==> src/rtl/soc_reset_pkg.sv <==
// Shared constants for the SoC reset sequencer: FSM encodings, cause bit
// positions and a helper that sizes the sequencing counter.
package soc_reset_pkg;

  // Sequencer states
  localparam logic [1:0] HOLD    = 2'd0;
  localparam logic [1:0] STRETCH = 2'd1;
  localparam logic [1:0] PERIPH  = 2'd2;
  localparam logic [1:0] RUN     = 2'd3;

  // Reset-cause bit positions
  localparam int unsigned CAUSE_W   = 4;
  localparam int unsigned CAUSE_POR = 0;
  localparam int unsigned CAUSE_WDT = 1;
  localparam int unsigned CAUSE_SW  = 2;
  localparam int unsigned CAUSE_DBG = 3;

  // Cause value forced by a power-on / board reset
  localparam logic [CAUSE_W-1:0] CAUSE_RESET_VAL = CAUSE_W'(1) << CAUSE_POR;

  // Counter width: enough to reach max(a, b)-1, never narrower than one bit
  function automatic int unsigned cnt_width(int unsigned a, int unsigned b);
    int unsigned m;
    int unsigned w;
    m = (a > b) ? a : b;
    w = $clog2(m);
    return (w < 1) ? 1 : w;
  endfunction

endpackage

==> src/rtl/reset_synchronizer.sv <==
// Reset synchronizer: asserts asynchronously, releases after STAGES clock edges.
module reset_synchronizer #(
  parameter int unsigned STAGES = 2
) (
  input  logic clk,
  input  logic a_reset_n,
  output logic o_rst_n
);

  logic [STAGES-1:0] r_sync;

  // Shift ones in once the board reset is released
  always_ff @(posedge clk or negedge a_reset_n) begin
    if (!a_reset_n) begin
      r_sync <= '0;
    end else begin
      r_sync <= {r_sync[STAGES-2:0], 1'b1};
    end
  end

  assign o_rst_n = r_sync[STAGES-1];

endmodule

==> src/rtl/reset_sequencer.sv <==
// Reset sequencer: orders peripheral and core reset release after a board
// reset or an on-chip reset request, and keeps a sticky reset-cause register.
module reset_sequencer
  import soc_reset_pkg::*;
#(
  parameter int unsigned STRETCH_CYCLES = 16,
  parameter int unsigned CORE_DELAY     = 8
) (
  input  logic               clk,
  input  logic               a_reset_n,
  input  logic               wdt_expire,
  input  logic               sw_rst_req,
  input  logic               dbg_rst_req,
  input  logic               cause_clr,
  output logic               periph_rst_n,
  output logic               core_rst_n,
  output logic [CAUSE_W-1:0] rst_cause
);

  localparam int unsigned CNT_W = cnt_width(STRETCH_CYCLES, CORE_DELAY);
  localparam logic [CNT_W-1:0] STRETCH_LAST = CNT_W'(STRETCH_CYCLES - 1);
  localparam logic [CNT_W-1:0] CORE_LAST    = CNT_W'(CORE_DELAY - 1);

  logic               w_por_sync;
  logic               w_req;
  logic [CAUSE_W-1:0] w_req_bits;

  logic [1:0]         r_state;
  logic [1:0]         w_state_nxt;
  logic [CNT_W-1:0]   r_cnt;
  logic [CNT_W-1:0]   w_cnt_nxt;
  logic               r_periph_rst_n;
  logic               w_periph_rst_n_nxt;
  logic               r_core_rst_n;
  logic               w_core_rst_n_nxt;
  logic [CAUSE_W-1:0] r_cause;
  logic [CAUSE_W-1:0] w_cause_nxt;

  reset_synchronizer #(
    .STAGES (2)
  ) u_por_sync (
    .clk       (clk),
    .a_reset_n (a_reset_n),
    .o_rst_n   (w_por_sync)
  );

  // Gather request sources into cause-register bit positions
  always_comb begin
    w_req_bits            = '0;
    w_req_bits[CAUSE_WDT] = wdt_expire;
    w_req_bits[CAUSE_SW]  = sw_rst_req;
    w_req_bits[CAUSE_DBG] = dbg_rst_req;
    w_req                 = |w_req_bits;
  end

  // Sequencing FSM next state, counter and cause update
  always_comb begin
    w_state_nxt        = r_state;
    w_cnt_nxt          = r_cnt;
    w_periph_rst_n_nxt = r_periph_rst_n;
    w_core_rst_n_nxt   = r_core_rst_n;
    w_cause_nxt        = r_cause;

    case (r_state)
      HOLD: begin
        w_state_nxt = STRETCH;
        w_cnt_nxt   = '0;
      end
      STRETCH: begin
        if (w_req) begin
          // A request restarts the stretch window
          w_cnt_nxt   = '0;
          w_cause_nxt = r_cause | w_req_bits;
        end else if (r_cnt == STRETCH_LAST) begin
          w_state_nxt        = PERIPH;
          w_periph_rst_n_nxt = 1'b1;
          w_cnt_nxt          = '0;
        end else begin
          w_cnt_nxt = r_cnt + CNT_W'(1);
        end
      end
      PERIPH: begin
        if (w_req) begin
          w_state_nxt        = STRETCH;
          w_cnt_nxt          = '0;
          w_periph_rst_n_nxt = 1'b0;
          w_cause_nxt        = r_cause | w_req_bits;
        end else if (r_cnt == CORE_LAST) begin
          w_state_nxt      = RUN;
          w_core_rst_n_nxt = 1'b1;
          w_cnt_nxt        = '0;
        end else begin
          w_cnt_nxt = r_cnt + CNT_W'(1);
        end
      end
      RUN: begin
        if (w_req) begin
          // Fresh reset event from run: cause is replaced, not accumulated
          w_state_nxt        = STRETCH;
          w_cnt_nxt          = '0;
          w_periph_rst_n_nxt = 1'b0;
          w_core_rst_n_nxt   = 1'b0;
          w_cause_nxt        = w_req_bits;
        end
      end
      default: begin
        w_state_nxt        = HOLD;
        w_cnt_nxt          = '0;
        w_periph_rst_n_nxt = 1'b0;
        w_core_rst_n_nxt   = 1'b0;
      end
    endcase

    // A simultaneous request takes precedence over a clear
    if (cause_clr && !w_req) begin
      w_cause_nxt = '0;
    end
  end

  // State registers, forced by the synchronized board reset
  always_ff @(posedge clk or negedge w_por_sync) begin
    if (!w_por_sync) begin
      r_state        <= HOLD;
      r_cnt          <= '0;
      r_periph_rst_n <= 1'b0;
      r_core_rst_n   <= 1'b0;
      r_cause        <= CAUSE_RESET_VAL;
    end else begin
      r_state        <= w_state_nxt;
      r_cnt          <= w_cnt_nxt;
      r_periph_rst_n <= w_periph_rst_n_nxt;
      r_core_rst_n   <= w_core_rst_n_nxt;
      r_cause        <= w_cause_nxt;
    end
  end

  assign periph_rst_n = r_periph_rst_n;
  assign core_rst_n   = r_core_rst_n;
  assign rst_cause    = r_cause;

endmodule
==> config.mk <==
export PLATFORM = sky130hd
export DESIGN_NAME = reset_sequencer
export DESIGN_NICKNAME = d
export VERILOG_FILES = /design/src/rtl/soc_reset_pkg.sv /design/src/rtl/reset_synchronizer.sv /design/src/rtl/reset_sequencer.sv
export SDC_FILE = /design/constraint.sdc
export NUM_CORES = 1
export LEC_CHECK = 0
export CORE_UTILIZATION = 50
export CTS_CLUSTER_SIZE = 10
export DETAILED_ROUTE_END_ITERATION = 8
export MAX_ROUTING_LAYER = met4
export PLACE_DENSITY = 0.74
export RECOVER_POWER = 50
export SYNTH_ARGS = -nofsm -noshare
export SYNTH_HDL_FRONTEND = slang
export SYNTH_HIERARCHICAL = 1
export SYNTH_SLANG_ARGS = --single-unit
==> constraint.sdc <==
create_clock -name clk -period 0.8 [get_ports clk]
set_input_delay 0.08 -clock clk [delete_from_list [all_inputs] [get_ports clk]]
set_output_delay 0.08 -clock clk [all_outputs]
set_load 0.02 [all_outputs]
==> results of run 1 <==
cell usage after synthesis, types with 2 or more instances:
cell type,instances
nor2_1,5
dfrtp_1,13
a31oi_1,2
a22o_1,2
and2_1,2
mux2i_1,2
ha_1,5
nand2_1,5
a21oi_1,8
o21ai_0,4
inv_1,3
stage by stage:
| step | TNS [ps] | setup slack [ps] | cell area (um2) |
|---|---|---|---|
| after floorplan | -5330 | -721 | 777 |
| after global placement | -9240 | -751 | 1100 |
| after detailed placement | -9750 | -796 | 1100 |
| after CTS | -8120 | -794 | 1240 |
cell families after synthesis:
kind of cell / Yosys count / synth area share [%]
compound gates: 21 / 18.5
simple gates: 21 / 15.3
other cells: 1 / 0.504
fa+ha+maj: 5 / 8.40
mux: 4 / 6.55
buf+inv: 5 / 3.53
flops: 14 / 47.2
what timing repair did:
action,in CTS
gates cloned,0
pin swaps,11
hold buffers,1
gates resized for setup,51
hold endpoints to repair,2
setup endpoints to repair,18
setup buffers,3
==> summary.md, run 1 <==
| Metric | Value |
|---|---|
| Outcome | aborted with a tool error |
| Failed at | global routing (5_1_grt) |
| Stop Error | [ERROR DPL-0038] Utilization greater than 100%, impossible to legalize |
| Largest net degree at the start of global routing | 12 |
| Max H-tree Level | 1 |
| Die height | a little over 40 um |
| Synth Flop Type | dfrtp_1 |
| Clk root buf | clkbuf_4 |
| Initial Util | 55.1% |
| Ys async rst share | 100% |
| Clock Tree Buf Depth | 2 |
| Mapped Area | between 700 and 800 um2 |
| Post-synthesis cell type count | 31 |
| GRT worst endpoint | r_cnt[2]$_DFFE_PN0N_/D |
| Yosys reg bits | 14 |
| Post-synthesis sequential area ratio | about 47% |
| FP Rows | 13 |
| Post-synth EDFFs | 0 |
| Total clock sinks | 14 |
| Dpl cells | ~120 |
| Global placement routability congestion | just over 0.8 |
| Top cells by area, synth | dfrtp_1 44%, ha_1 8.4%, a21oi_1 5.4% |
| DP HPWL | approximately 1.5 mm |
| Port buffer count | 11 |
| Worst endpoint type | sequential cell input |
| Syn Nets | 82 |
| Post-Syn Area per Cell | 10.5 um2 |
| # IOs | 12 |
| Die Wd | 40.6 um |
| TritonCTS buffer count | 3 |
| Yosys top cell area share | 43.7% |
| Yosys warnings | 6 |
| Cells after Synth | 71 |
| Cell taking the most area after synthesis | dfrtp_1 |
==> run 2, diff against run 1 <==
--- a/config.mk
+++ b/config.mk
@@ -5,11 +5,10 @@
 export SDC_FILE = /design/constraint.sdc
 export NUM_CORES = 1
 export LEC_CHECK = 0
-export CORE_UTILIZATION = 50
-export CTS_CLUSTER_SIZE = 10
+export CORE_AREA = 2 2 63 65
 export DETAILED_ROUTE_END_ITERATION = 8
-export MAX_ROUTING_LAYER = met4
-export PLACE_DENSITY = 0.74
+export DIE_AREA = 0 0 65 67
+export PLACE_DENSITY_LB_ADDON = 0.15
 export RECOVER_POWER = 50
 export SYNTH_ARGS = -nofsm -noshare
 export SYNTH_HDL_FRONTEND = slang
==> run 2 against run 1 <==
Net effect:
- the flow now finishes, with violations (setup timing)
- synthesized cell count unchanged
- area after synthesis unchanged
==> summary.md, run 2 <==
| Metric | Value |
|---|---|
| Layout Cells excl Fill | 167 |
| Antenna diode count | 0 |
| XOR/XNOR share of the synthesized area | 0% (unchanged) |
| Post-synth EDFFs | 0 (unchanged) |
| Total gr overflow | 0 |
| CP Max Fanout | 3 |
| Crit path largest cell delay | 460 ps |
| Total clock sinks | 14 (unchanged) |
| Yosys warnings | 6 (unchanged) |
| Post-Synth Adder-Cell Area | 8.40% (unchanged) |
| Global placement routability congestion | 0.673 (-19%) |
| Final Max Tran Viols | 0 |
| Layout cells sized above 1 | between 50% and 60% |
| Final net count | 131 |
| Clock Tree Buf Depth | 2 (unchanged) |
| Capturing element type of the critical path | register |
| Total number of vias | between 700 and 800 |
| Syn Nets | 82 (unchanged) |
| DP HPWL | 1.41 mm (-5.2%) |
| Initial Util | 20.6% (-34 points) |
| 1st-pass router iterations | 3 |
| CP Cell Sequence | inv_2 > ha_4 > o21bai_4 > or4b_1 > a21oi_1 |
| Final WL | 1.97 mm |
| Outcome | finished with violations |
| P_leak | ~0.58 nW |
| Synth Flop Type | dfrtp_1 |
| Port buffer count | 11 (unchanged) |
| Post-synthesis sequential area ratio | 47.2% (unchanged) |
| Worst-path clk slew | 70 ps |
| Mapped Area | 744 um2 (unchanged) |
| Clk root buf | clkbuf_8 |
| Drt wl/cell | 11.8 um |
| Die Wd | 65 um (+60%) |
| Fin worst setup slack | -729 ps |
| Slowest CP cell | or4b_1 |
| Post-Syn Area per Cell | 10.5 um2 (unchanged) |
| Endpoints failing setup | 18 |
| TritonCTS buffer count | 3 (unchanged) |
| Dpl cells | 156 (+26%) |
| Initial antenna violation count | 0 |
| Most common cell in the synthesized netlist | dfrtp_1 |
| Final Cycle Share | 191% |
| Multi-input logic area | 515 um2 |
| Simple-gate area share of the yosys netlist | 15.3% (unchanged) |
| Post-synthesis cell type count | 31 (unchanged) |
| Startpoint types | register |
| Cell taking the most area after synthesis | dfrtp_1 |
| DRC Markers | 0 |
| Vias in the first global route | roughly 770 |
| Post-route ant nets | 0 |
| Filler cell count | 372 |
| DR iter-0 viols | 4 |
| Seq. cell area | 353 um2 |
| Largest family of logic cells by synthesized area | compound AO/OA/AOI/OAI gates |
| Power Density | 3230 nW/um2 |
| Core box area | ~3600 um2 |
| Max VDD drop | between 1.5 and 2 mV |
| Cells after Synth | 71 (unchanged) |
| RSZ-0062 raised after global routing | true |
| Fin crit period | 1530 ps |
| Commonest non-fill, non-tap cell in the layout | buf_4 |
| Hold Vio Cnt, Final | 0 |
| HP Class | register to async pin |
| Fmax | 654 MHz |
| Die area | roughly 4400 um2 |
| Largest net degree at the start of global routing | 9 |
| # IOs | 12 (unchanged) |
| Yosys top cell area share | 43.7% (unchanged) |
| WP data arrival | 1700 ps |
| Ys async rst share | 100% (unchanged) |
| Setup Skew | 6.64 ps |
| Util after Layout | 38.5% |
| CTS tree | yes |
| Max H-tree Level | 1 (unchanged) |
| Area growth, synth to finish | 86.4% |
| Vias per cell | 4.25 |
| Top cells by area, synth | dfrtp_1 44%, ha_1 8.4%, a21oi_1 5.4% |
| Post-synthesis compound-gate area fraction | 18.5% (unchanged) |
| Crit path kind | register to register |
| Most frequent cells in the layout | 27 x buf_4, 12 x dfrtp_1, 11 x buf_6 |
| Yosys reg bits | 14 (unchanged) |
| Failing checks | setup timing |
| Clk_lat worst skew | 250 ps |
| First-pass GRT wire length | 3.45 mm |
| Post-synthesis mux area share | 6.55% (unchanged) |
| Top cells by count, synth | 13 x dfrtp_1, 8 x a21oi_1, 5 x ha_1, 5 x nand2_1, 5 x nor2_1 |
| Gr usage total | 10.6% |
| Die height | 67 um (+65%) |
| FP Rows | 22 (+9) |
| WP data required | 980 ps |
| Max-cap violations | 0 |
-- run 2: cell counts after synthesis --
Identical to the previous run, type by type.
-- run 2: final timing paths --
kind	startpoint	end	slack, ps	cells past startpoint
max reg2reg	r_state[0]$_DFFE_PN0P_	r_cnt[2]$_DFFE_PN0N_	-730	5
min reg2reg	u_por_sync/r_sync[1]$_DFF_PN0_	r_state[0]$_DFFE_PN0P_	190	1
min	u_por_sync/r_sync[1]$_DFF_PN0_	r_state[0]$_DFFE_PN0P_	190	1
max in group asynchronous	u_por_sync/r_sync[1]$_DFF_PN0_	rst_cause[0]$_DFFE_PN1P_	160	1
min in group clk	wdt_expire	rst_cause[1]$_DFFE_PN0P_	300	3
max	r_state[0]$_DFFE_PN0P_	r_cnt[2]$_DFFE_PN0N_	-730	5
-- run 2: report_power, final --
group          leakage, nW  internal [W]  total, W  switching (W)
registers            0.168      0.000864  0.000990       0.000126
clock network       0.0288      0.000437  0.000723       0.000286
logic                0.385       0.00161   0.00276        0.00116
total                0.582       0.00291   0.00448        0.00157
-- run 2: worst max-delay path: cells and delay by family, from the launching register on --
kind	cells	cell delay [ps]
compound gates	2	300
flops	1	400
simple gates	1	460
fa+ha+maj	1	200
buf+inv	1	90
-- run 2: metrics by stage --
stage          setup slack [ps]  area, um2  total power [W]  hold WS (ps)  TNS, ps
5_1_grt                    -803       1390          0.00477           236    -8230
3_5_place_dp               -806       1140          0.00300           145    -9840
3_3_place_gp               -799       1140          0.00300           156    -9720
2_1_floorplan              -721        777          0.00209          -216    -5330
6_report                   -729       1390          0.00448           192    -7350
4_1_cts                    -751       1350          0.00426           151    -7480
-- run 2: kinds of logic (layout without fill, tap and decap cells) --
family,count (synthesis),after routing
AOI/OAI and AO/OA,21,21
other,1,1
adders and majority gates,5,5
DFF,14,14
muxes,4,4
and+or+nand+nor,21,21
buffers and inverters,5,53
-- run 2: area by class of cell --
type	instances	share of cell area, %
Timing Repair Buffer	46	28.1
Sequential cell	14	25.4
Clock buffer	4	3.97
Multi-Input combinational cell	52	37.2
Inverter	3	0.992
Tap cell	48	4.33
-- run 2: layer usage --
layer	share of wire (%)	wire, um	vias up	GRT usage [%]
met2	51	1010	11	18.4
met3	3.1	62	4	2.20
met1	44	866	343	12.3
met4	1.9	37	0	5.59
met5	0	0	-	0
li1	-	-	351	-
-- run 2: repair_timing --
action | 4_1_cts | 5_1_grt
setup endpoints to repair | 18 | 18
endpoints found under the hold margin | 2 | 0
hold buffers | 1 | 0
buffers inserted | 6 | 1
pin swaps | 11 | 8
resized for setup | 63 | 11
No activity file was read; power rests on OpenSTA's default activity.
==> variant 1 (config.mk and constraints of run 2) <==
Change the package constant `HOLD` from 2'd0 to 2'd1.
--- a/src/rtl/soc_reset_pkg.sv
+++ b/src/rtl/soc_reset_pkg.sv
@@ -3,7 +3,7 @@
 package soc_reset_pkg;
 
   // Sequencer states
-  localparam logic [1:0] HOLD    = 2'd0;
+  localparam logic [1:0] HOLD    = 2'd1;
   localparam logic [1:0] STRETCH = 2'd1;
   localparam logic [1:0] PERIPH  = 2'd2;
   localparam logic [1:0] RUN     = 2'd3;
Function: changed (a bounded check fails within 10 cycles, from zero or initial values and one cycle with a_reset_n low).
==> variant 1 against run 2 <==
The run still ends with setup timing left; die area unchanged; sequential cell count fell by 8; design area decreased by 71%; worst setup slack better by 0.60 ns; total power down 82%; routed wire length is 77% lower; synthesized area shrank 70%.
==> variant 1: results (changes against run 2) <==
| Metric | Value |
|---|---|
| Layout Skew | `0.009769 ns (+0.003128 ns)` |
| GR Util All Layers | `2.425% (-8.2 points)` |
| Share of cells above drive strength 1 | `33.33% (-25 points)` |
| Largest net degree at the start of global routing | `5 (-4)` |
| Crit path max-delay cell type | `dfstp_2` |
| Crit path DAT | `0.85 ns (-0.85 ns)` |
| Sw Ratio | `18.58% (-16 points)` |
| Initial detailed-routing violation count | `5 (+1)` |
| Final Non-Filler Cells | `75 (-55%)` |
| Largest cells by area after synthesis | `dfrtp_1, dfstp_2, nor2b_1, nor4b_4, buf_4` |
| Gates resized, CTS repair | `28 (-56%)` |
| Static Leak | `0.1806 nW (-69%)` |
| Fill cells | `415 (+12%)` |
| Port bufs | `9 (-2)` |
| Cell variety after synth | `6 (-81%)` |
| Largest stage delay on the critical path | `0.52 ns (+0.06 ns)` |
| Clock net power | `0.000471 W (-35%)` |
| Peak VDD IR | `0.4457 mV (-70%)` |
| Maximum fanout along the worst path | `2 (-1)` |
| Avg WL per Cell | `6.040 µm (-49%)` |
| Setup slack after layout | `-0.1315 ns (+0.5974 ns)` |
| First-pass GRT wire length | `669 µm (-81%)` |
| Status | `finished, violations left` |
| Setup_tns | `-0.1450 ns (+7.201 ns)` |
| Endpoints failing setup | `3 (-15)` |
| Failing checks | `setup timing` |
| Setup WS pre-CTS | `-0.3901 ns (+0.4160 ns)` |
| RR Startpoint | `rst_cause[0]` |
| Top cells by count, synth | `dfrtp_1, nor2b_1, buf_4, conb_1` |
| Setup Buffers After CTS | `0 (-6)` |
| Register area share after synthesis | `67.98% (+21 points)` |
| Clock Pin Slew Worst Setup and Hold Paths | `0.04 ns (-0.03 ns)` |
==> variant 1: cell types whose count changed after synthesis, moves of 2 or more <==
cell,before,now
a21oi_1,8,0
dfrtp_1,13,5
buf_4,0,2
nand2_1,5,0
nor2b_1,0,4
inv_1,3,0
a22o_1,2,0
a31oi_1,2,0
o21ai_0,4,0
nor2_1,5,0
mux2i_1,2,0
and2_1,2,0
ha_1,5,0
==> variant 1: layout make-up <==
cell class                 instances  area [µm²]  share of cell area (%)
timing repair buffer               9       90.09                   22.15
tap                               48       60.06                   14.77
multi-input combinational          8       60.06                   14.77
clock buffer                       4       45.04                   11.08
sequential                         6       151.4                   37.23
==> variant 1: stage by stage <==
step / utilization, % / hold WS (ns) / instance area [µm²]
global route: 11.28 / 0.07911 / 406.6
finish: 11.28 / 0.05635 / 406.6
global placement: 10.03 / 0.06592 / 361.6
floorplan: - / -0.2156 / 226.5
detailed placement: 10.03 / 0.06042 / 361.6
CTS: 11.28 / 0.01443 / 406.6
==> variant 1: worst paths after layout <==
path	end	slack, ns
max in group asynchronous	rst_cause[0]	0.50
worst min register to register	rst_cause[2]	0.06
min in group clk	rst_cause[2]	0.32
worst max register to register	rst_cause[0]	0.07
worst max-delay path	rst_cause[0]	-0.13
worst min-delay path	rst_cause[2]	0.06
==> variant 1: kinds of logic (layout without fill, tap and decap cells) <==
kind of cell	Yosys count	in the layout	share of synthesized area, %
DFF	6	6	67.98
and+or+nand+nor	5	5	21.91
other	2	3	3.372
buffers and inverters	2	13	6.740
==> variant 1: metal layers <==
layer	vias up	track usage [%]	part of all wire (%)
li1	63	-	-
met1	56	2.733	56
met2	12	2.320	27
met3	0	2.872	17
met4	0	1.596	0
met5	-	0	0
